<file path="config.mk">
export PLATFORM = sky130hd
export DESIGN_NAME = seg7_scan_driver
export DESIGN_NICKNAME = d
export VERILOG_FILES = /design/src/rtl/seg7_scan_driver.sv
export SDC_FILE = /design/constraint.sdc
export NUM_CORES = 1
export LEC_CHECK = 0
export ABC_CLOCK_PERIOD_IN_PS = 2000
export CAP_MARGIN = 40
export CORE_AREA = 2 2 74 76
export DETAILED_ROUTE_END_ITERATION = 10
export DIE_AREA = 0 0 76 78
export HOLD_SLACK_MARGIN = 0.06
export PLACE_DENSITY = 0.73
export SYNTH_ARGS = -nofsm -noshare
export SYNTH_HDL_FRONTEND = slang
export SYNTH_SLANG_ARGS = --single-unit
</file>
<file path="constraint.sdc">
create_clock -name clk -period 2 [get_ports clk]
set_clock_uncertainty 0.2 [all_clocks]
set_input_delay 0.4 -clock clk [delete_from_list [all_inputs] [get_ports clk]]
set_output_delay 0.4 -clock clk [all_outputs]
set_load 0.02 [all_outputs]
</file>
<file path="src/rtl/seg7_scan_driver.sv">
`default_nettype none
// ============================================================================
// Module      : seg7_scan_driver
// Description : Multiplexed common-anode 7-segment driver. Latches packed
//               4-bit digit values and decimal points on a load strobe,
//               decodes them to hex glyphs with optional leading-zero
//               blanking, and scans them onto the digits at a rate set by
//               an internal prescaler.
// Revision    : 1.0 - initial release
// ============================================================================
module seg7_scan_driver #(
    parameter int REFRESH_DIV = 100000,
    parameter int DIGITS      = 4,
    parameter int BLANK_LZ    = 1,
    localparam int c_idx_w    = (DIGITS > 1) ? $clog2(DIGITS) : 1
) (
    input  logic                  clk,
    input  logic                  rst,
    input  logic [4*DIGITS-1:0]   digits_in,
    input  logic [DIGITS-1:0]     dp_in,
    input  logic                  load,
    input  logic                  enable,
    output logic [DIGITS-1:0]     an,
    output logic [6:0]            seg,
    output logic                  dp,
    output logic [c_idx_w-1:0]    digit_idx,
    output logic                  scan_tick
);

    localparam int                   c_presc_w    = $clog2(REFRESH_DIV);
    localparam logic [c_presc_w-1:0] c_presc_last = c_presc_w'(REFRESH_DIV - 1);
    localparam logic [c_idx_w-1:0]   c_idx_last   = c_idx_w'(DIGITS - 1);

    logic [c_presc_w-1:0] r_presc;
    logic [c_idx_w-1:0]   r_idx;
    logic                 r_tick;
    logic [4*DIGITS-1:0]  r_digits;
    logic [DIGITS-1:0]    r_dp;
    logic [DIGITS-1:0]    r_an;
    logic [6:0]           r_seg;
    logic                 r_dp_out;

    logic [3:0]           w_nib;
    logic [6:0]           w_glyph;
    logic [DIGITS-1:0]    w_lz;
    logic                 w_run;
    logic [DIGITS-1:0]    w_an_sel;

    // Prescaler and digit index: idx advances (with a tick) when presc wraps
    always_ff @(posedge clk) begin
        if (rst) begin
            r_presc <= '0;
            r_idx   <= '0;
            r_tick  <= 1'b0;
        end else if (r_presc == c_presc_last) begin
            r_presc <= '0;
            r_idx   <= (r_idx == c_idx_last) ? '0 : r_idx + 1'b1;
            r_tick  <= 1'b1;
        end else begin
            r_presc <= r_presc + 1'b1;
            r_tick  <= 1'b0;
        end
    end

    // Level-sampled capture of the digit values and decimal points
    always_ff @(posedge clk) begin
        if (rst) begin
            r_digits <= '0;
            r_dp     <= '0;
        end else if (load) begin
            r_digits <= digits_in;
            r_dp     <= dp_in;
        end
    end

    // Leading-zero map: bit i set when digit i and every higher digit are 0;
    // digit 0 is always shown so a zero value still reads "0"
    always_comb begin
        w_lz  = '0;
        w_run = 1'b1;
        for (int i = DIGITS - 1; i >= 0; i--) begin
            w_run   = w_run & (r_digits[4*i +: 4] == 4'h0);
            w_lz[i] = w_run;
        end
        w_lz[0] = 1'b0;
    end

    assign w_nib    = r_digits[{r_idx, 2'b00} +: 4];
    assign w_an_sel = DIGITS'(1) << r_idx;

    // Hex glyph decode, active-low {g,f,e,d,c,b,a}
    always_comb begin
        w_glyph = 7'h7F;
        case (w_nib)
            4'h0: w_glyph = 7'h40;
            4'h1: w_glyph = 7'h79;
            4'h2: w_glyph = 7'h24;
            4'h3: w_glyph = 7'h30;
            4'h4: w_glyph = 7'h19;
            4'h5: w_glyph = 7'h12;
            4'h6: w_glyph = 7'h02;
            4'h7: w_glyph = 7'h78;
            4'h8: w_glyph = 7'h00;
            4'h9: w_glyph = 7'h10;
            4'hA: w_glyph = 7'h08;
            4'hB: w_glyph = 7'h03;
            4'hC: w_glyph = 7'h46;
            4'hD: w_glyph = 7'h21;
            4'hE: w_glyph = 7'h06;
            4'hF: w_glyph = 7'h0E;
            default: w_glyph = 7'h7F;
        endcase
    end

    // Registered pin drivers; seg/dp keep updating while anodes are disabled
    always_ff @(posedge clk) begin
        if (rst) begin
            r_an     <= '1;
            r_seg    <= 7'h7F;
            r_dp_out <= 1'b1;
        end else begin
            r_an     <= enable ? ~w_an_sel : '1;
            r_seg    <= ((BLANK_LZ != 0) && w_lz[r_idx]) ? 7'h7F : w_glyph;
            r_dp_out <= ~r_dp[r_idx];
        end
    end

    assign an        = r_an;
    assign seg       = r_seg;
    assign dp        = r_dp_out;
    assign digit_idx = r_idx;
    assign scan_tick = r_tick;

endmodule
`default_nettype wire

</file>
==> metrics.yaml, run 1 <==
ys_async_sr_fraction_pct: 0
power.leakage_nw: 1.24
startpoint_type: "flop"
setup_viol: 0
drive_gt1_share_pct: 13.2
post_drt_via_cell_ratio: 4.94
max-vdd-ir-drop_uv: 475
grt_overflow: 0
cts.path.max_buffers: 2
synth_fp_nets: 273
endpoint_kind: "flop"
status: "complete, no violations"
first_iter_violations: 79
routabilityCongestion: 0.772
cts_root_buf: "clkbuf_8"
cp.arrival_ps: 1930
cts_tree: "built"
ys_seq_area_share_pct: 44.5
area_growth_pct: 29.4
initial_core_util_pct: 46.4
grt_pass1_wl_um: 7360
antenna_found_initial: 0
synth_flop_cell: "dfxtp_1"
post-place-cells: 347
fin_crit_sh_pct: 98.0
synth.avg_cell_area_um2: 9.84
fin_nets: 321
syn_area_mm2: 0.00234
vias: 1763
tightestPinTransition_ps: 500
criticalPathCategory: "reg2reg"
core_mm2: 0.00504
dr.pass1.iters: 4
netlist_instances: 238
min_period_ps: 1960
relSlewSlack_pct: 65.7
slew_violations: 0
avgRoutedWirePerCell_um: 12.5
ctsHoldBuffers: 0
rows: 26
clk_pin_slew_ps: 90
grt_start_max_net_pins: 24
total_power_w: 0.00203
final_util_pct: 60.1
numCtsBuffers: 5
ys_warn_count: 0
hold_class: "reg2reg"
drc: 0
critical_path.max_fanout: 5
clk_latency_ps: 300
max_clock_freq_mhz: 510
finalSetupTns_ps: 0
wl_um: 4480
synth_cell_types: 37
synth_edf_count: 0
h-tree-depth: 2
hold_viol: 0
hpwl_um: 3280
die_h_um: 78
max-cap-violations: 0
die-area_mm2: 0.00593
grt_pass1_vias: 1564
ys_seq_elements: 52
io_pins: 39
diodes: 0
mostFrequentLayoutCells: "dfxtp_1 (51), nor2_1 (40), clkdlybuf4s50_1 (36)"
antenna_left: 0
die_w_um: 76
cts_num_sinks: 52
required_ps: 1970
grt_usage_pct: 15.2
power_density_mw_per_mm2: 670
rsz0062_at_grt: "yes"
final_common_cell: "dfxtp_1"
final_cells: 357
portBuffers: 38
## final timing paths
kind	from	to	slack (ps)	depth (start not counted)
hold / removal	r_presc[0]$_SDFF_PP0_	r_presc[0]$_SDFF_PP0_	290	1
setup reg to reg	digit_idx[0]$_SDFFE_PP0P_	seg[4]$_SDFF_PP1_	40	5
hold reg to reg	r_presc[0]$_SDFF_PP0_	r_presc[0]$_SDFF_PP0_	290	1
setup / recovery	digit_idx[0]$_SDFFE_PP0P_	seg[4]$_SDFF_PP1_	40	5
## cells by family after synthesis
kind of cell | share of synthesized area (%)
compound gates | 5.72
xor+xnor | 6.36
fa+ha+maj | 5.88
buf+inv | 3.47
flops | 44.5
mux | 16.6
simple gates | 17.5
## timing repair
| action | in CTS | in global routing |
|---|---|---|
| resized for setup | 2 | 7 |
| pin swaps | 0 | 1 |
| endpoints found under the setup margin | 2 | 3 |
| setup buffers | 0 | 2 |
| hold endpoints to repair | 0 | 0 |
## registers in the layout (all words and copies together), names as in the netlist
name	flops
an	4
digit_idx	2
dp	1
r_digits	16
r_dp	4
r_presc	17
scan_tick	1
seg	7
## report_power, final
part           switching [W]  internal (W)
sequential         0.0000282       0.00108
clock               0.000333      0.000322
combinational       0.000123      0.000149
total               0.000484       0.00155
## per-stage QoR
step	hold slack [ps]	instance area (um^2)	worst slack, ps
final	290	3030	40.7
after global routing	339	3030	-44.6
after CTS	289	2990	48.3
after detailed placement	266	2890	62.3
after global placement	257	2890	82.9
after floorplan	238	2380	-87.7
## layout make-up
class                      count  area (um^2)
tap                           70         87.6
sequential                    52         1040
clock buffer                   7         97.6
multi-input combinational    168         1270
inverter                       7         33.8
fill                         427         2010
clock inverter                 1         5.00
timing repair buffer          52          495
## synth_stat cells (4+ instances only)
cell,instances,area (um^2)
ha_1,11,138
xnor2_1,4,35.0
clkbuf_1,7,26.3
dfxtp_1,52,1040
nor3_1,4,20.0
mux2i_1,27,270
xor2_1,13,114
nand4_1,4,25.0
nor2_1,40,150
nand3_1,8,40.0
inv_1,6,22.5
nand2_1,17,63.8
## per-layer routing
metal / vias up / track usage [%] / wire (um)
met4: 0 / 4.36 / 29
met5: - / 0 / 0
met2: 37 / 23.8 / 1970
met3: 2 / 3.60 / 170
li1: 919 / - / -
met1: 805 / 21.0 / 2300
## critical path, stage by stage, from the launching register on
cell      delay [ps]
dfxtp_4          370
mux4_2           590
ha_2             250
mux2_4           270
nand2_1           70
o311ai_1          90
No activity file was read; power rests on OpenSTA's default activity.
==> inputs of run 2 (changes only) <==
HOLD_SLACK_MARGIN = 0.1   (was 0.06)
==> results of run 2 <==
Final layout, timing and power as in run 1 (identical DEF).
==> inputs of run 3 (changes only) <==
SLEW_MARGIN = 20   (was default)
==> results of run 3 <==
Final layout, timing and power as in run 1 (identical DEF).
